**config.mk**
```make
export PLATFORM = sky130hd
export DESIGN_NAME = ym_dbg_capture
export DESIGN_NICKNAME = d
export VERILOG_FILES = /design/src/rtl/ym_dbg_capture.sv
export SDC_FILE = /design/constraint.sdc
export NUM_CORES = 1
export LEC_CHECK = 0
export CAP_MARGIN = 20
export CORE_MARGIN = 10
export CORE_UTILIZATION = 55
export CTS_CLUSTER_SIZE = 25
export DETAILED_ROUTE_END_ITERATION = 6
export GPL_ROUTABILITY_DRIVEN = 1
export HOLD_SLACK_MARGIN = 0.1
export PLACE_DENSITY = 0.82
export SYNTH_ARGS = -nofsm -noshare
export SYNTH_HDL_FRONTEND = slang
export SYNTH_SLANG_ARGS = --single-unit
```
**constraint.sdc**
```tcl
create_clock -name MCLK -period 2.8 [get_ports MCLK]
set_input_delay 0.28 -clock MCLK [delete_from_list [all_inputs] [get_ports MCLK]]
set_output_delay 0.28 -clock MCLK [all_outputs]
set_load 0.02 [all_outputs]
```
**src/rtl/ym_dbg_capture.sv**
```systemverilog
// Debug-chain capture engine: strobes a parallel load into an external
// shift chain, then deserialises the chain bits into DATA_WIDTH-bit words
// and hands each word to a single-entry holding register for a consumer.
module ym_dbg_capture #(
  parameter int DATA_WIDTH = 10,
  parameter int WORDS      = 4,
  parameter bit MSB_FIRST  = 1'b0,
  localparam int IDX_W     = (WORDS > 1) ? $clog2(WORDS) : 1
) (
  input  logic                  MCLK,
  input  logic                  reset_n,
  input  logic                  c1,
  input  logic                  c2,
  input  logic                  start,
  input  logic                  chain_in,
  output logic                  load,
  output logic                  busy,
  output logic [DATA_WIDTH-1:0] data_out,
  output logic [IDX_W-1:0]      word_idx,
  output logic                  valid,
  input  logic                  ack,
  output logic                  overflow,
  output logic                  done
);

  localparam int BIT_W = (DATA_WIDTH > 1) ? $clog2(DATA_WIDTH) : 1;
  localparam logic [BIT_W-1:0] BIT_LAST  = BIT_W'(DATA_WIDTH - 1);
  localparam logic [IDX_W-1:0] WORD_LAST = IDX_W'(WORDS - 1);

  typedef enum logic [1:0] {
    S_IDLE,
    S_LOAD,
    S_SHIFT
  } state_t;

  state_t                state_q, state_d;
  logic [BIT_W-1:0]      bit_cnt_q, bit_cnt_d;
  logic [IDX_W-1:0]      word_cnt_q, word_cnt_d;
  logic [DATA_WIDTH-1:0] sr_q, sr_d;
  logic [DATA_WIDTH-1:0] sr_shifted;
  logic                  valid_q, valid_d;
  logic [DATA_WIDTH-1:0] data_q, data_d;
  logic [IDX_W-1:0]      idx_q, idx_d;
  logic                  ovf_q, ovf_d;
  logic                  done_q, done_d;
  logic                  word_ready;

  // Assembly register with the current chain bit inserted; the direction
  // decides which end of the word the chain delivers first.
  generate
    if (DATA_WIDTH == 1) begin : g_w1
      assign sr_shifted = chain_in;
    end else if (MSB_FIRST) begin : g_msb
      assign sr_shifted = {sr_q[DATA_WIDTH-2:0], chain_in};
    end else begin : g_lsb
      assign sr_shifted = {chain_in, sr_q[DATA_WIDTH-1:1]};
    end
  endgenerate

  // Next-state logic: capture FSM, bit/word counters and holding register.
  always_comb begin
    state_d    = state_q;
    bit_cnt_d  = bit_cnt_q;
    word_cnt_d = word_cnt_q;
    sr_d       = sr_q;
    valid_d    = valid_q;
    data_d     = data_q;
    idx_d      = idx_q;
    ovf_d      = ovf_q;
    done_d     = 1'b0;
    word_ready = 1'b0;

    case (state_q)
      S_IDLE: begin
        if (start) begin
          state_d    = S_LOAD;
          ovf_d      = 1'b0;
          bit_cnt_d  = '0;
          word_cnt_d = '0;
          sr_d       = '0;
        end
      end
      S_LOAD: begin
        // The chain latches its parallel data on c1; shifting starts after.
        if (c1) begin
          state_d = S_SHIFT;
        end
      end
      S_SHIFT: begin
        if (c2) begin
          sr_d = sr_shifted;
          if (bit_cnt_q == BIT_LAST) begin
            word_ready = 1'b1;
            bit_cnt_d  = '0;
            word_cnt_d = word_cnt_q + 1'b1;
            if (word_cnt_q == WORD_LAST) begin
              state_d    = S_IDLE;
              done_d     = 1'b1;
              word_cnt_d = '0;
            end
          end else begin
            bit_cnt_d = bit_cnt_q + 1'b1;
          end
        end
      end
      default: begin
        state_d = S_IDLE;
      end
    endcase

    // A completed word may replace the held one only if it is free or being
    // consumed this cycle; otherwise the new word is lost and flagged.
    if (word_ready) begin
      if (!valid_q || ack) begin
        valid_d = 1'b1;
        data_d  = sr_shifted;
        idx_d   = word_cnt_q;
      end else begin
        ovf_d = 1'b1;
      end
    end else if (valid_q && ack) begin
      valid_d = 1'b0;
    end
  end

  // State register with synchronous active-low reset.
  always_ff @(posedge MCLK) begin
    if (!reset_n) begin
      state_q    <= S_IDLE;
      bit_cnt_q  <= '0;
      word_cnt_q <= '0;
      sr_q       <= '0;
      valid_q    <= 1'b0;
      data_q     <= '0;
      idx_q      <= '0;
      ovf_q      <= 1'b0;
      done_q     <= 1'b0;
    end else begin
      state_q    <= state_d;
      bit_cnt_q  <= bit_cnt_d;
      word_cnt_q <= word_cnt_d;
      sr_q       <= sr_d;
      valid_q    <= valid_d;
      data_q     <= data_d;
      idx_q      <= idx_d;
      ovf_q      <= ovf_d;
      done_q     <= done_d;
    end
  end

  assign load     = (state_q == S_LOAD);
  assign busy     = (state_q != S_IDLE);
  assign data_out = data_q;
  assign word_idx = idx_q;
  assign valid    = valid_q;
  assign overflow = ovf_q;
  assign done     = done_q;

endmodule

```
# ---- Word level (Yosys, flattened, before mapping)
# Index checks and enable logic that the tools add are counted.
dict set report totals {
  register_bits 33
  latchBits 0
  ram_bits 0
  mem_bits_ro 0
  output_inout_bits 17
  elab_cells 63
  memories 0
}
dict set report op_classes {
  add_sub_neg 2
  multipliers 0
  n_div 0
  magnitude_cmp 0
  n_eq_ne 10
  shifts 0
  mux 29
  bitwise 0
  n_reduce_logical 13
}
# operator n
set op_table {}
lappend op_table {{$mux W10} 2}
lappend op_table {{$pmux W10 S2} 1}
lappend op_table {{$mux W2} 9}
lappend op_table {{$mux W4} 3}
lappend op_table {{$mux W1} 11}
lappend op_table {{$ne A2 B2 Y1 const B} 5}
lappend op_table {{$pmux W4 S2} 1}
lappend op_table {{$reduce_and A4 Y1} 2}
lappend op_table {{$pmux W2 S3} 1}
lappend op_table {{$reduce_bool A2 Y1} 3}
lappend op_table {{$reduce_and A5 Y1} 1}
lappend op_table {{$add A4 B1 Y4 const B} 1}
lappend op_table {{$eq A2 B2 Y1 const B} 2}
lappend op_table {{$eq A4 B4 Y1 const B} 1}
lappend op_table {{$pmux W2 S2} 1}
lappend op_table {{$reduce_and A2 Y1} 2}
lappend op_table {{$reduce_and A3 Y1} 1}
lappend op_table {{$add A2 B1 Y2 const B} 1}
lappend op_table {{$eq A2 B1 Y1 const B} 1}
lappend op_table {{$logic_not A2 Y1} 1}
lappend op_table {{$ne A2 B1 Y1 const B} 1}
lappend op_table {{$logic_and A1 B1 Y1} 1}
lappend op_table {{$logic_not A1 Y1} 1}
lappend op_table {{$logic_or A1 B1 Y1} 1}

# ---- Depth between registers and ports, before layout
# Gate-level depths: netlist of the first run.
dict set report logic_depth {
  depth_word 6
  depth_mapped 7
  mapped_depth_nobuf 5
}

# ---- Least setup slack after synthesis of the first run
# OpenSTA, ideal clock, no wires.
dict set report synth_timing {
  path_kind {reg-to-reg}
  start {reg state_q[0]}
  end {reg state_q[1]}
  setup_ns 0.095
  arrival_ns 1.349
  setup_slack_ns 1.356
  stages_incl_launch_ff 5
  path_buffers 1
  synth_period_minus_slack_ns 1.444
  cell_sequence {dfxtp_1 -> clkbuf_1 -> nor2b_1 -> a21oi_1 -> a221oi_1}
}
dict set report synth_between {
  elab_chain_len 3
}
# element line
set synth_rtl {}
lappend synth_rtl {{start, declared} 36} ;# state_t state_q, state_d;
lappend synth_rtl {{start signal, assigned} 139} ;# state_q <= state_d;
lappend synth_rtl {{$eq A2 B1 Y1 *} --}
lappend synth_rtl {{named net load} 16} ;# output logic load,
lappend synth_rtl {{$ne A2 B2 Y1 (no line)} --}
lappend synth_rtl {{$reduce_and A5 Y1 (no line)} --}
# Mark *: on every way through the listed nets, which the timed path passes. The rest lies on a longest branch.
# A chain may end at the register's enable or synchronous reset.

# ---- Worst setup path in the final report of the first run
dict set report layout_timing {
  start {reg state_q[1]}
  end {out busy}
}
dict set report layout_between {
  elab_chain_len 1
}
# element line
set layout_rtl {}
lappend layout_rtl {{$reduce_bool A2 Y1} 152} ;# assign busy = (state_q != S_IDLE);
lappend layout_rtl {{end, declared} 17} ;# output logic busy,
# Every way passes these cells.

==> flow_summary.ini, run 1 <==
[place]
dpl_cell_area_sq_mm = 0.00166
gp_congestion = 0.786
hpwl_microns = 2150
port_buffers = 23

[layout]
final_area_sq_mm = 0.00175
area_delta_synth_final_pct = 21.6
fillCellCount = 187
nets = 188
final_util = 0.701
antenna_cells = 0
drive_above_1_share = 0.0782

[die]
rows = 18
die_area_sq_mm = 0.00507
start_util = 0.577
die_w_microns = 71.2
die_height_microns = 71.2
ios = 24
core-area_sq_mm = 0.00250

[global_route]
overflow = 0
track_usage = 0.129
grt_pass1_vias = 1164
grt_pass1_wl_microns = 5400
grt_max_degree = 34
antenna_found_initial = 0

[cts]
cts_resized = 0
cts_buffers = 5
h-tree-depth = 2
post_cts_buffers = 0
clock_path_buffers = 2
clock_sinks = 32
cts_hold_buf = 0
worst_setup_hold_path_clk_slew_ns = 0.10
cts-root-buf = clkbuf_4
worstSkewPairLatency_ns = 0.34
cts_tree = yes

[power_and_ir_drop]
p_per_area_mw_per_mm2 = 539
total_leakage_power_nw = 0.590
power.total_w = 0.000946
ir_drop_mv = 0.523

[setup_path]
cp.arrival_ns = 1.90
required_ns = 2.52
end_kind = output pin
cp_max_fo = 19
setup.worst_path.start_class = flop
critical_path_class = reg2out

[synth]
ys.flop_type = dfxtp_1
synth_fp_nets = 169
syn_area_sq_mm = 0.00144
synth_seq_cells = 32
syn_inst = 159
async_flop_share = 0
avgSynthCellArea_sq_um = 9.07
yosysSeqAreaShare = 0.444
yosysUniqueCellTypes = 34
synth_edf_count = 0
ys_warn_count = 0

[outcome]
status = completed

[detailed_routing]
drtPass1Iterations = 4
routed_wl_microns = 3110
drtAntennaViolNets = 0
drc_errors = 0
vias = 1195
via_per_inst = 5.72
wire_per_inst_microns = 14.9
drt_iter0_markers = 65

[min_path]
hold_class = reg2reg

[timing]
max_slew.worst_pin.slew_ns = 0.984
setup-violations-final = 0
period_share = 0.780
hold_ws_ns = 0.460
finalHoldViolCount = 0
skew_ns = 0.0115
fin_tns_setup_ns = 0
slew_headroom = 0.325
layout_min_cycle_time_ns = 2.18
fmax_mhz = 458
maxSlewViolCount = 0
rsz0062_at_grt = false

[flow_run]
drv_cap = 0
==> logic make-up after synthesis <==
group	share of synthesized area
buffers and inverters	0.0642
adder cells (fa/ha/maj)	0.0260
AND/OR/NAND/NOR	0.227
flip-flops	0.444
AO/OA/AOI/OAI	0.134
multiplexers	0.104
==> cell usage in the layout (no fill, tap or decap), drive strengths merged, types with 2 or more instances in the layout <==
| master | instances |
|---|---|
| nand2 | 28 |
| clkdlybuf4s50 | 23 |
| nand4b | 10 |
| buf | 4 |
| a21oi | 12 |
| nand4 | 2 |
| nor2 | 2 |
| ha | 3 |
| nand3 | 3 |
| and3 | 2 |
| mux2i | 15 |
| nor2b | 3 |
| o21ai | 11 |
| a211oi | 2 |
| dfxtp | 32 |
| clkbuf | 7 |
| inv | 3 |
==> cell usage after synthesis, types with 2 or more instances <==
cell type | instances | area share
a21oi_1 | 12 | 0.042
nand3_1 | 3 | 0.010
buf_6 | 3 | 0.023
nor2_1 | 2 | 0.0052
nand4b_1 | 10 | 0.061
ha_1 | 3 | 0.026
o21ai_0 | 11 | 0.038
dfxtp_1 | 32 | 0.44
nor2b_1 | 2 | 0.0087
clkbuf_1 | 10 | 0.026
inv_1 | 3 | 0.0078
nand4_1 | 2 | 0.0087
and3_1 | 2 | 0.0087
nand2_1 | 28 | 0.073
a211oi_1 | 2 | 0.010
buf_2 | 2 | 0.0069
mux2i_1 | 15 | 0.10
==> metrics by stage <==
step / std cells / worst slack (ns)
after CTS: 209 / 0.625
after detailed placement: 201 / 0.712
after floorplan: 159 / 1.36
after global routing: 209 / 0.495
final: 209 / 0.616
after global placement: 201 / 0.834
==> worst max-delay path, stage by stage (launching register included) <==
cell	delay [ns]
dfxtp_1	0.72
or2_2	0.23
clkdlybuf4s50_1	0.60
==> sequential cells by signal (all words and copies together) (netlist names) <==
register / count
data_out: 10
state_q: 2
word_cnt_q: 2
sr_q: 9
bit_cnt_q: 4
valid: 1
done: 1
overflow: 1
word_idx: 2
==> area by class of cell <==
cell class,instances,area [sq um],share of cell area
Multi-Input combinational cell,109,708,0.404
Sequential cell,32,641,0.365
Timing Repair Buffer,27,260,0.148
Clock buffer,7,65.1,0.0371
Tap cell,30,37.5,0.0214
Clock inverter,1,30.0,0.0171
Inverter,3,11.3,0.00642
==> power breakdown <==
part           leakage, nW  internal [W]  switching (W)
logic                0.281     0.0000362      0.0000469
registers            0.258      0.000459      0.0000105
clock network       0.0515      0.000237       0.000156
total                0.590      0.000732       0.000214
==> worst paths after layout <==
kind         slack (ns)                          to                      from  cells after the start
min reg2reg        0.46    data_out[6]$_SDFFE_PN0P_  data_out[6]$_SDFFE_PN0P_                      2
max reg2reg        0.68  word_cnt_q[1]$_SDFFE_PN0P_   state_q[1]$_SDFFE_PN0P_                      3
min                0.46    data_out[6]$_SDFFE_PN0P_  data_out[6]$_SDFFE_PN0P_                      2
max                0.62                        busy   state_q[1]$_SDFFE_PN0P_                      2
==> per-layer routing <==
layer / vias up / track usage / wire (microns)
met5: - / 0 / 0
met2: 21 / 0.207 / 1530
met1: 565 / 0.144 / 1340
li1: 604 / - / -
met4: 0 / 0.0495 / 45
met3: 5 / 0.0614 / 191
Power figures use the tool's default switching activity.
==> inputs of run 2 (changes only) <==
CORE_UTILIZATION = 52   (was 55)
PLACE_DENSITY = 0.78   (was 0.82)
clock period = 2.1 ns   (was 2.8 ns; I/O delays follow)
==> run 2 against run 1 <==
Critical path type unchanged. Combinational power grew 35%. Clock power shrank 7.1%. Sequential power grew 34%. Critical path depth is the same. Hold slack gained 0.010 ns. Die area grew 4.1%. Final area shrank 1.5%.
==> flow_summary.ini, run 2 (same netlist as run 1, synthesis figures left out) <==
[setup_path]
end_kind = output pin
required_ns = 1.89
endpoint = load
cp.arrival_ns = 1.73
reg2reg_slack_ns = 0.50
r2r_start = state_q[0]$_SDFFE_PN0P_
critical_path_class = reg2out
setup.worst_path.start_class = flop
cp_max_fo = 12
critPathLaunch = state_q[0]$_SDFFE_PN0P_
rr_worst_depth = 5
reg2reg_to = data_out[2]$_SDFFE_PN0P_

[min_path]
whs_path_depth = 2
hold_class = reg2reg

[timing]
setup_ws_ns = 0.160
max_slew.worst_pin.slew_ns = 0.500
setup-violations-final = 0
skew_ns = 0.00286
fmax_mhz = 515
period_share = 0.924
slew_headroom = 0.665
finalHoldViolCount = 0
rsz0062_at_grt = false
layout_min_cycle_time_ns = 1.94
maxSlewViolCount = 0
hold_ws_ns = 0.470
fin_tns_setup_ns = 0

[place]
port_buffers = 23
place_ws_ns = 0.329
dp.cells = 203
gp_congestion = 0.803
hpwl_microns = 2210

[die]
start_util = 0.532
core-area_sq_mm = 0.00271
die_height_microns = 72.7
die_area_sq_mm = 0.00528
die_w_microns = 72.7
ios = 24
rows = 19

[global_route]
grt_max_degree = 33
grt_pass1_wl_microns = 5420
track_usage = 0.125
overflow = 0
grt_pass1_vias = 1158
use_met2 = 0.198
grt_use_met1 = 0.155
antenna_found_initial = 0
met3_usage = 0.0367
busiest_layer = met2

[layout]
final_cell_count_no_fill = 211
antenna_cells = 0
fillCellCount = 235
final_cell_mix = 31 x dfxtp_1, 28 x nand2_1, 23 x clkdlybuf4s50_1
drive_above_1_share = 0.0778
final_common_cell = dfxtp_1
area_delta_synth_final_pct = 19.8
largest_register_ffs = 10
nets = 189

[detailed_routing]
wire_per_inst_microns = 15.0
drtPass1Iterations = 4
drtAntennaViolNets = 0
vias = 1200
via_per_inst = 5.69
routed_wl_microns = 3170
drt_iter0_markers = 90
drc_errors = 0

[power_and_ir_drop]
pwr-share-clk = 0.330
p_switching_w = 0.000277
p_per_area_mw_per_mm2 = 640
p_int_w = 0.000828
ir_drop_mv = 0.492
seqPwrFrac = 0.568
swShare = 0.251
p_comb_frac = 0.102
total_leakage_power_nw = 0.576

[cts]
h-tree-depth = 2
cts_buffers = 5
clock_path_buffers = 2
clock_sinks = 32
cts_tree = yes
worst_setup_hold_path_clk_slew_ns = 0.10
worstSkewPairLatency_ns = 0.31
cts-root-buf = clkbuf_4

[flow_run]
drv_cap = 0

[outcome]
status = completed
==> run 2: changes by cell type in the layout (fill, tap and decap cells not counted) <==
cell,change
buf_4,+1
clkbuf_1,+2
dfxtp_2,+1
bufinv_16,-1
clkbuf_8,-1
dfxtp_1,-1
==> run 2: power by group through the flow <==
stage          Clock (W)  Sequential (W)  Combinational [W]
2_1_floorplan          0        0.000630          0.0000855
3_3_place_gp           0        0.000640           0.000107
3_5_place_dp           0        0.000641           0.000111
4_1_cts         0.000370        0.000627           0.000111
5_1_grt         0.000400        0.000630           0.000122
6_report        0.000365        0.000627           0.000112
==> run 2: stage by stage <==
stage	utilization	cell area [sq um]	total power, W
finish	0.637	1730	0.00110
floorplan	-	1440	0.000716
detailed placement	0.615	1670	0.000752
global placement	0.615	1670	0.000747
global route	0.637	1730	0.00115
CTS	0.637	1730	0.00111
==> run 2: worst max-delay path, cell delays in order (launching register included) <==
cell and delay, ns:
dfxtp_1 0.53, nor2b_1 0.25, clkdlybuf4s50_1 0.64
==> run 2: routing by layer <==
| metal | vias up | share of wire |
|---|---|---|
| li1 | 603 | - |
| met1 | 563 | 0.45 |
| met2 | 30 | 0.49 |
| met3 | 4 | 0.058 |
| met4 | 0 | 0.0082 |
| met5 | - | 0 |
==> run 2: final cells by class <==
cell class,count,area (sq um),area share
Tap cell,31,38.8,0.0225
Multi-Input combinational cell,109,708,0.410
Inverter,3,11.3,0.00652
Timing Repair Buffer,28,268,0.155
Sequential cell,32,642,0.372
Clock buffer,8,58.8,0.0341
==> run 2: repair_timing <==
action | 4_1_cts | 5_1_grt
endpoints found under the setup margin | 0 | 2
setup buffers | 0 | 0
hold buffers | 0 | 0
resized for setup | 0 | 1
==> run 2: worst min-delay path by stage <==
stage	startpoint	end	slack (ns)
6_report	data_out[9]$_SDFFE_PN0P_	data_out[9]$_SDFFE_PN0P_	0.47
5_1_grt	word_idx[0]$_SDFFE_PN0P_	word_idx[0]$_SDFFE_PN0P_	0.49
4_1_cts	data_out[6]$_SDFFE_PN0P_	data_out[6]$_SDFFE_PN0P_	0.47
3_5_place_dp	data_out[4]$_SDFFE_PN0P_	data_out[4]$_SDFFE_PN0P_	0.46
3_3_place_gp	data_out[9]$_SDFFE_PN0P_	data_out[9]$_SDFFE_PN0P_	0.44
2_1_floorplan	start	state_q[0]$_SDFFE_PN0P_	0.35
==> inputs of run 3 (changes only) <==
SKIP_CTS_REPAIR_TIMING = 1   (was not set)
==> results of run 3 <==
No change in the layout: final DEF, timing and power equal those of run 2.
